$ cat src/rtl/cdr_loop_filter.sv
// RX CDR digital loop filter: decimates bang-bang PD votes into windows and steers the
// phase interpolator code through proportional + saturating integral paths, ACQ then TRACK gain.
module cdr_loop_filter #(
  parameter int CODE_W      = 9,
  parameter int FRAC_W      = 6,
  parameter int DECIM       = 8,
  parameter int KP_ACQ      = 4,
  parameter int KP_TRK      = 1,
  parameter int KI          = 2,
  parameter int FREQ_LIM    = 256,
  parameter int ACQ_WINDOWS = 64
) (
  input  logic                              clk,
  input  logic                              rst_n,
  input  logic                              enable,
  input  logic                              pd_valid,
  input  logic                              pd_early,
  input  logic                              pd_late,
  input  logic                              code_load,
  input  logic [CODE_W-1:0]                 code_init,
  output logic [CODE_W-1:0]                 phase_code,
  output logic                              code_valid,
  output logic signed [FRAC_W+CODE_W-3:0]   freq_acc,
  output logic                              locked
);

  localparam int ACC_W  = CODE_W + FRAC_W;
  localparam int FREQ_W = FRAC_W + CODE_W - 2;
  localparam int CNT_W  = $clog2(DECIM);
  localparam int SUM_W  = CNT_W + 2;
  localparam int ACQ_W  = $clog2(ACQ_WINDOWS + 1);

  localparam logic [CNT_W-1:0]         WIN_LAST = CNT_W'(DECIM - 1);
  localparam logic [ACQ_W-1:0]         ACQ_LAST = ACQ_W'(ACQ_WINDOWS - 1);
  localparam logic [ACC_W-1:0]         STEP_ACQ = ACC_W'(KP_ACQ * (2 ** FRAC_W));
  localparam logic [ACC_W-1:0]         STEP_TRK = ACC_W'(KP_TRK * (2 ** FRAC_W));
  localparam logic signed [FREQ_W:0]   KI_S     = (FREQ_W + 1)'(KI);
  localparam logic signed [FREQ_W:0]   LIM_P    = (FREQ_W + 1)'(FREQ_LIM);
  localparam logic signed [FREQ_W:0]   LIM_N    = -LIM_P;

  typedef enum logic [1:0] {IDLE = 2'd0, ACQ = 2'd1, TRACK = 2'd2} state_t;

  state_t                    state, state_n;
  logic [CNT_W-1:0]          win_cnt;
  logic signed [SUM_W-1:0]   vote_sum;
  logic [ACQ_W-1:0]          acq_cnt;
  logic [ACC_W-1:0]          phase_acc;
  logic signed [1:0]         dir_p1;
  logic                      vld_p1;

  logic signed [1:0]         vote_p0;
  logic signed [SUM_W-1:0]   sum_next_p0;
  logic signed [1:0]         dir_next_p0;
  logic [ACC_W-1:0]          step_sel, pstep_p1, acc_next_p1;
  logic signed [FREQ_W:0]    ki_term_p1, freq_sum_p1;
  logic signed [FREQ_W-1:0]  freq_next_p1;

  function automatic logic signed [FREQ_W-1:0] sat_freq(input logic signed [FREQ_W:0] x);
    if (x > LIM_P)      return LIM_P[FREQ_W-1:0];
    else if (x < LIM_N) return LIM_N[FREQ_W-1:0];
    else                return x[FREQ_W-1:0];
  endfunction

  // stage p0: vote decode and window accumulation
  always_comb begin
    vote_p0 = 2'b00;
    if (pd_early && !pd_late)      vote_p0 = 2'b01;
    else if (pd_late && !pd_early) vote_p0 = 2'b11;
    sum_next_p0 = vote_sum + {{(SUM_W-2){vote_p0[1]}}, vote_p0};
    if (sum_next_p0[SUM_W-1])  dir_next_p0 = 2'b11;
    else if (|sum_next_p0)     dir_next_p0 = 2'b01;
    else                       dir_next_p0 = 2'b00;
  end

  // stage p1: proportional + integral update of the phase accumulator
  always_comb begin
    step_sel   = (state == TRACK) ? STEP_TRK : STEP_ACQ;
    pstep_p1   = '0;
    ki_term_p1 = '0;
    case (dir_p1)
      2'b01: begin pstep_p1 = step_sel;  ki_term_p1 = KI_S;  end
      2'b11: begin pstep_p1 = -step_sel; ki_term_p1 = -KI_S; end
      default: ;
    endcase
    freq_sum_p1  = {freq_acc[FREQ_W-1], freq_acc} + ki_term_p1;
    freq_next_p1 = sat_freq(freq_sum_p1);
    acc_next_p1  = phase_acc + pstep_p1
                 + {{(ACC_W-FREQ_W){freq_next_p1[FREQ_W-1]}}, freq_next_p1};
  end

  always_comb begin
    state_n = state;
    if (code_load)    state_n = enable ? ACQ : IDLE;
    else if (!enable) state_n = IDLE;
    else begin
      case (state)
        IDLE:    state_n = ACQ;
        ACQ:     if (vld_p1 && acq_cnt == ACQ_LAST) state_n = TRACK;
        TRACK:   state_n = TRACK;
        default: state_n = IDLE;
      endcase
    end
  end

  always_ff @(posedge clk or negedge rst_n) begin
    if (!rst_n) state <= IDLE;
    else        state <= state_n;
  end

  assign locked = (state == TRACK);

  always_ff @(posedge clk or negedge rst_n) begin
    if (!rst_n) begin
      win_cnt    <= '0;
      vote_sum   <= '0;
      dir_p1     <= '0;
      vld_p1     <= 1'b0;
      acq_cnt    <= '0;
      phase_acc  <= '0;
      phase_code <= '0;
      freq_acc   <= '0;
      code_valid <= 1'b0;
    end else begin
      code_valid <= 1'b0;
      if (code_load) begin
        phase_acc  <= {code_init, {FRAC_W{1'b0}}};
        phase_code <= code_init;
        freq_acc   <= '0;
        win_cnt    <= '0;
        vote_sum   <= '0;
        vld_p1     <= 1'b0;
        acq_cnt    <= '0;
      end else if (!enable) begin
        win_cnt  <= '0;
        vote_sum <= '0;
        vld_p1   <= 1'b0;
        acq_cnt  <= '0;
      end else begin
        vld_p1 <= 1'b0;
        if (pd_valid) begin
          if (win_cnt == WIN_LAST) begin
            win_cnt  <= '0;
            vote_sum <= '0;
            dir_p1   <= dir_next_p0;
            vld_p1   <= 1'b1;
          end else begin
            win_cnt  <= win_cnt + CNT_W'(1);
            vote_sum <= sum_next_p0;
          end
        end
        if (vld_p1) begin
          freq_acc   <= freq_next_p1;
          phase_acc  <= acc_next_p1;
          phase_code <= acc_next_p1[ACC_W-1 -: CODE_W];
          code_valid <= 1'b1;
          if (state == ACQ) acq_cnt <= acq_cnt + ACQ_W'(1);
        end
      end
    end
  end

endmodule

$ cat config.mk
export PLATFORM = sky130hd
export DESIGN_NAME = cdr_loop_filter
export DESIGN_NICKNAME = d
export VERILOG_FILES = /design/src/rtl/cdr_loop_filter.sv
export SDC_FILE = /design/constraint.sdc
export NUM_CORES = 1
export LEC_CHECK = 0
export CORE_UTILIZATION = 50
export CTS_CLUSTER_DIAMETER = 80
export DETAILED_ROUTE_END_ITERATION = 10
export PLACE_DENSITY = 0.72
export SLEW_MARGIN = 20
export SYNTH_ARGS = -nofsm -noshare
export SYNTH_HDL_FRONTEND = slang
export SYNTH_SLANG_ARGS = --single-unit
$ cat constraint.sdc
create_clock -name clk -period 7.9 [get_ports clk]
set_clock_uncertainty 0.1 [all_clocks]
set_input_delay 1.975 -clock clk [delete_from_list [all_inputs] [get_ports clk]]
set_output_delay 1.975 -clock clk [all_outputs]
set_load 0.05 [all_outputs]
==> results.toml, run 1 <==
[floorplan]
row_count = 32
start_util = 0.5208
die_h_um = 91.95
die_x_um = 91.95
io_pins = 40
die_area_mm2 = 0.008454
core-area_mm2 = 0.007767

[drt]
vias_per_cell = 5.881
drt-initial-drc-count = 203
totalWireLength_mm = 9.030
ant_nets = 0
drcViolationCount = 0
vias = 3423
dr.pass1.iters = 5
wl_per_cell_um = 15.52

[grt]
grt_max_degree = 50
antenna_found_initial = 0
grt-ovfl-total = 0
grt_use_met2 = 0.3669
grt_pass1_vias = 3286
gr-max-usage-layer = "met2"
grt_pass1_wl_mm = 15.57
grtUsageMet3 = 0.02488
met1_usage = 0.3224
track_usage = 0.2274

[cells_and_area]
layout.cells.most_common = "nand2_1"
layout_common_cells = "58 x nand2_1, 49 x dfrtp_1, 38 x clkdlybuf4s50_1"
diodes = 0
n_fill_cell = 708
syn2layout_area_growth_pct = 12.00
drive_gt1_frac = 0.06042
nets = 538

[yosys]
yosys-top-cells-area = "dfrtp_1 30%, ha_1 11%, nand2_1 5.4%, xnor2_1 4.8%, fa_1 3.0%"
ys_warn_count = 0
netlist_instances = 461
synth_top_area_share = 0.3031
synth-seq-cells = 49
syn_nets = 520
seq_area_frac_synth = 0.3031
synth_edf_count = 0
async_reset_ff_frac = 1.000
ys_types = 65
yosys_most_used_dff = "dfrtp_1"
syn_area_mm2 = 0.004045
syn_avg_cell_area_um2 = 8.775
yosysTopAreaCell = "dfrtp_1"

[place]
post-dp-hpwl_mm = 6.558
portBuffers = 39
gp_congestion = 0.9533
pre_cts_ws_ns = 1.253

[timing]
tns_ns = 0
setup_viol_count_final = 0
rsz0062_at_grt = "false"
worst_pin_slew_ns = 0.9899
relSlewSlack = 0.3345
fin_ws_ns = 1.098
finalMaxSlewViolations = 0
fin_crit_ns = 6.802
post-route-period-util = 0.8610
fmax_mhz = 147.0
hold_viol = 0

[cts]
cts_max_level = 2
cts_setup_buffers = 0
post_cts_resized = 0
clkTransAtPathRegs_ns = 0.10
cts_tree = "done"
holdBufCountCts = 0
cts_inserted_buffers = 5
clkSinkCount = 49
clk-insertion-delay-late_ns = 0.31
cts_root_buffer = "clkbuf_8"
ctsLongestPathBuffers = 2

[worst_setup_path]
end_kind = "flop"
required_ns = 7.99
startpoint_type = "flop"
worstPathArrival_ns = 6.90
crit_type = "flop to flop"
cp_max_fo = 15

[job]
cap_violations = 0

[hold_path]
worst_hold_path_type = "flop to flop"

[power]
max-vdd-ir-drop_uv = 85.76
power_density_mw_per_mm2 = 119.0
p_leak_uw = 0.002103

[run_status]
status = "complete, no violations"
worst paths after layout:
check,from,endpoint,slack (ns),cells after the start
setup / recovery,dir_p1[0]$_DFFE_PN0P_,phase_code[8]$_DFFE_PN0P_,1.10,21
hold / removal,phase_acc[5]$_DFFE_PN0P_,phase_acc[5]$_DFFE_PN0P_,0.40,2
setup reg to reg,dir_p1[0]$_DFFE_PN0P_,phase_code[8]$_DFFE_PN0P_,1.10,21
hold reg to reg,phase_acc[5]$_DFFE_PN0P_,phase_acc[5]$_DFFE_PN0P_,0.40,2
max in group asynchronous,rst_n,vote_sum[2]$_DFFE_PN0P_,5.62,2
min in group asynchronous,rst_n,freq_acc[11]$_DFFE_PN0P_,1.66,2
synthesized netlist by cell type (4+ instances only):
cell,instances
nor3b_1,4
dfrtp_1,49
nand3b_1,4
a21oi_1,19
nor2_1,29
nor2b_1,9
inv_1,20
o32ai_1,5
o31ai_1,12
buf_4,9
and3_1,4
nand2_1,58
buf_2,4
xnor2_1,22
ha_1,37
a21o_1,10
o21ai_0,20
fa_1,6
or3_1,7
nor3_1,13
o221ai_1,5
clkbuf_1,16
nand2b_1,6
nand4_1,7
xor2_1,10
mux2i_1,6
nand3_1,12
or2_2,4
nor4_1,5
metal layers:
| layer | vias to the layer above | wire, µm |
|---|---|---|
| li1 | 1671 | - |
| met1 | 1644 | 4446 |
| met2 | 98 | 4095 |
| met3 | 10 | 372 |
| met4 | 0 | 116 |
| met5 | - | 0 |
through the flow:
stage               hold slack (ns)    util  total power, µW  instance area, µm²  cells
floorplan                    0.3551       -            325.3                4045    461
global placement             0.3790  0.5683            349.6                4414    574
detailed placement           0.3837  0.5683            350.9                4414    574
CTS                          0.4121  0.5833            543.9                4531    582
global route                 0.4522  0.5833            562.1                4531    582
finish                       0.4045  0.5833            539.4                4531    582
critical path, cell delays in order (launching register included):
cell	delay, ns
dfrtp_1	0.51
nand2_1	0.50
inv_1	0.44
ha_1	0.46
nor2b_1	0.17
o21ai_0	0.18
o31ai_1	0.86
o2111ai_1	0.27
o22ai_1	0.35
nor3_2	0.08
buf_4	0.20
nor2b_1	0.13
ha_1	0.25
ha_1	0.30
a21o_1	0.15
a21o_1	0.21
a2111oi_0	0.61
nor3_1	0.17
o31ai_1	0.39
o21ai_0	0.19
nand2_1	0.09
o211ai_1	0.07
logic make-up (layout without fill, tap and decap cells):
logic type      count (synthesis)  count (layout)  synth area share
fa+ha+maj                      43              43            0.1441
simple gates                  175             175            0.2267
buf+inv                        53              72           0.06248
flops                          49              49            0.3031
xor+xnor                       32              32           0.06928
mux                             6               6           0.01485
compound gates                103             103            0.1794
power by group:
part | internal, µW | total (µW) | switching (µW)
sequential | 257 | 264 | 7.18
clock | 96.9 | 193 | 96.6
combinational | 33.1 | 82.0 | 48.9
area by class of cell:
type	count	area, µm²	share of cell area
clock inverter	3	47.55	0.01049
inverter	21	78.83	0.01740
tap	102	127.6	0.02817
timing repair buffer	43	415.4	0.09169
multi-input combinational	359	2566	0.5664
sequential	49	1226	0.2706
clock buffer	5	68.82	0.01519
flip-flops by register name, summed over array words and instances, names as in the netlist:
name / count
vld_p1: 1
state: 2
phase_acc: 6
dir_p1: 2
vote_sum: 5
phase_code: 9
freq_acc: 13
code_valid: 1
acq_cnt: 7
win_cnt: 3
Power figures use the tool's default switching activity.
==> inputs of run 2 (changes only) <==
PLACE_DENSITY = 0.71   (was 0.72)
==> run 2 against run 1 <==
Against the previous run:
- design area is 0.36% lower
- critical path depth stayed put
- count of clock-buffer cells in the layout is 1 higher
- total power is 4.7% lower
- final cell count stayed put
- combinational power hardly changed
- routed wire length is 0.65% higher
- sequential power hardly changed
- first-iteration DRC count is 7.4% higher
- non-clock buffer count stayed put
==> results.toml, run 2 (synthesized netlist as in run 1, its figures left out) <==
[timing]
finalMaxSlewViolations = 0
fmax_mhz = 147.3
relSlewSlack = 0.3472
rsz0062_at_grt = "false"
fin_crit_ns = 6.789
post-route-period-util = 0.8594
tns_ns = 0
worst_pin_slew_ns = 0.9709
hold_viol = 0
hold_slack_ns = 0.4093
setup_viol_count_final = 0

[grt]
gr-max-usage-layer = "met2"
grt_pass1_wl_mm = 15.06
grtUsageMet3 = 0.02322
grt_pass1_vias = 3157
track_usage = 0.2219
antenna_found_initial = 0
grt_use_met2 = 0.3607
grt_max_degree = 50
grt-ovfl-total = 0
met1_usage = 0.3178

[cells_and_area]
layout.cells.most_common = "nand2_1"
nets = 538
n_fill_cell = 693
drive_gt1_frac = 0.06042
fin_util = 0.5812
syn2layout_area_growth_pct = 11.60
layout_common_cells = "58 x nand2_1, 49 x dfrtp_1, 38 x clkdlybuf4s50_1"
largest_register_ffs = 13
diodes = 0
largest-register = "freq_acc"
reg_top3 = "freq_acc (13), phase_code (9), acq_cnt (7)"

[cts]
cts_setup_buffers = 0
holdBufCountCts = 0
clk-insertion-delay-late_ns = 0.32
clkSinkCount = 49
post_cts_resized = 0
ctsLongestPathBuffers = 2
cts_root_buffer = "clkbuf_8"
cts_inserted_buffers = 5
cts_max_level = 2
clkTransAtPathRegs_ns = 0.10
cts_tree = "done"

[worst_setup_path]
cp_max_fo = 15
regToRegStartpoint = "dir_p1[0]$_DFFE_PN0P_"
crit_type = "flop to flop"
worstPathArrival_ns = 6.89
startpoint_type = "flop"
required_ns = 8.00
end_kind = "flop"
reg2reg_depth = 21
r2r-end = "phase_code[8]$_DFFE_PN0P_"
reg2reg_slack_ns = 1.11

[floorplan]
die_x_um = 91.95
die_area_mm2 = 0.008454
core-area_mm2 = 0.007767
die_h_um = 91.95
start_util = 0.5208
row_count = 32
io_pins = 40

[drt]
vias_per_cell = 5.876
vias = 3420
drcViolationCount = 0
ant_nets = 0
totalWireLength_mm = 9.089
dr.pass1.iters = 4
wl_per_cell_um = 15.62
drt-initial-drc-count = 218

[hold_path]
holdPathStages = 2
hold_start = "phase_acc[3]$_DFFE_PN0P_"
hold_path_end = "phase_acc[3]$_DFFE_PN0P_"
worst_hold_path_type = "flop to flop"

[place]
portBuffers = 39
gp_congestion = 0.9477
post-dp-hpwl_mm = 6.733

[power]
power_density_mw_per_mm2 = 113.8
max-vdd-ir-drop_uv = 69.99
power_uw = 513.8
p_leak_uw = 0.002095

[run_status]
status = "complete, no violations"

[job]
cap_violations = 0
[run 2: cell types whose count changed in the layout (fill, tap and decap cells not counted)]
cell,change
bufinv_16,-1
clkbuf_8,+1
clkinv_4,+1
inv_6,-1
[run 2: worst max path at each step]
stage / to / from / cells after the start / slack, ns
2_1_floorplan: phase_code[8]$_DFFE_PN0P_ / dir_p1[0]$_DFFE_PN0P_ / 22 / 2.20
4_1_cts: phase_code[8]$_DFFE_PN0P_ / dir_p1[0]$_DFFE_PN0P_ / 21 / 1.15
3_3_place_gp: phase_code[8]$_DFFE_PN0P_ / dir_p1[0]$_DFFE_PN0P_ / 21 / 1.50
6_report: phase_code[8]$_DFFE_PN0P_ / dir_p1[0]$_DFFE_PN0P_ / 21 / 1.11
5_1_grt: phase_code[6]$_DFFE_PN0P_ / dir_p1[0]$_DFFE_PN0P_ / 20 / 0.50
3_5_place_dp: phase_code[8]$_DFFE_PN0P_ / dir_p1[0]$_DFFE_PN0P_ / 21 / 1.17
[run 2: power breakdown]
group	switching [µW]	internal, µW
clock	95.1	73.0
combinational	48.9	33.2
sequential	6.94	257
[run 2: cell type report]
| type | count | area, µm² | share of cell area |
|---|---|---|---|
| flip-flops and latches | 49 | 1226 | 0.2716 |
| repair buffers | 43 | 415.4 | 0.09202 |
| inverters | 21 | 78.83 | 0.01746 |
| well taps | 102 | 127.6 | 0.02827 |
| clock buffers | 6 | 82.58 | 0.01829 |
| multi-input cells | 359 | 2566 | 0.5685 |
| clock inverters | 2 | 17.52 | 0.003880 |
[run 2: layer usage]
metal / vias up / part of all wire / wire, µm
li1: 1677 / - / -
met1: 1636 / 0.49 / 4421
met2: 96 / 0.45 / 4092
met3: 11 / 0.051 / 463
met4: 0 / 0.012 / 111
met5: - / 0 / 0
[run 2: stage by stage]
stage,setup WS [ns],cells,instance area (µm²)
2_1_floorplan,2.201,461,4045
3_3_place_gp,1.500,574,4414
3_5_place_dp,1.167,574,4414
4_1_cts,1.151,582,4514
5_1_grt,0.5017,582,4514
6_report,1.111,582,4514
[run 2: critical path, cell delays in order, from the launching register on]
cell	delay, ns
dfrtp_1	0.50
nand2_1	0.52
inv_1	0.43
ha_1	0.46
nor2b_1	0.18
o21ai_0	0.20
o31ai_1	0.85
or3b_1	0.30
o22ai_1	0.13
nor3_2	0.23
buf_4	0.23
nor2b_1	0.07
ha_1	0.29
ha_1	0.30
a21o_1	0.16
a21o_1	0.20
a2111oi_0	0.61
nor3_1	0.17
o31ai_1	0.40
o21ai_0	0.18
nand2_1	0.08
o211ai_1	0.07
==> inputs of run 3 (changes only) <==
HOLD_SLACK_MARGIN = 0.02   (was not set)
==> results of run 3 <==
Final layout, timing and power as in run 2 (identical DEF).
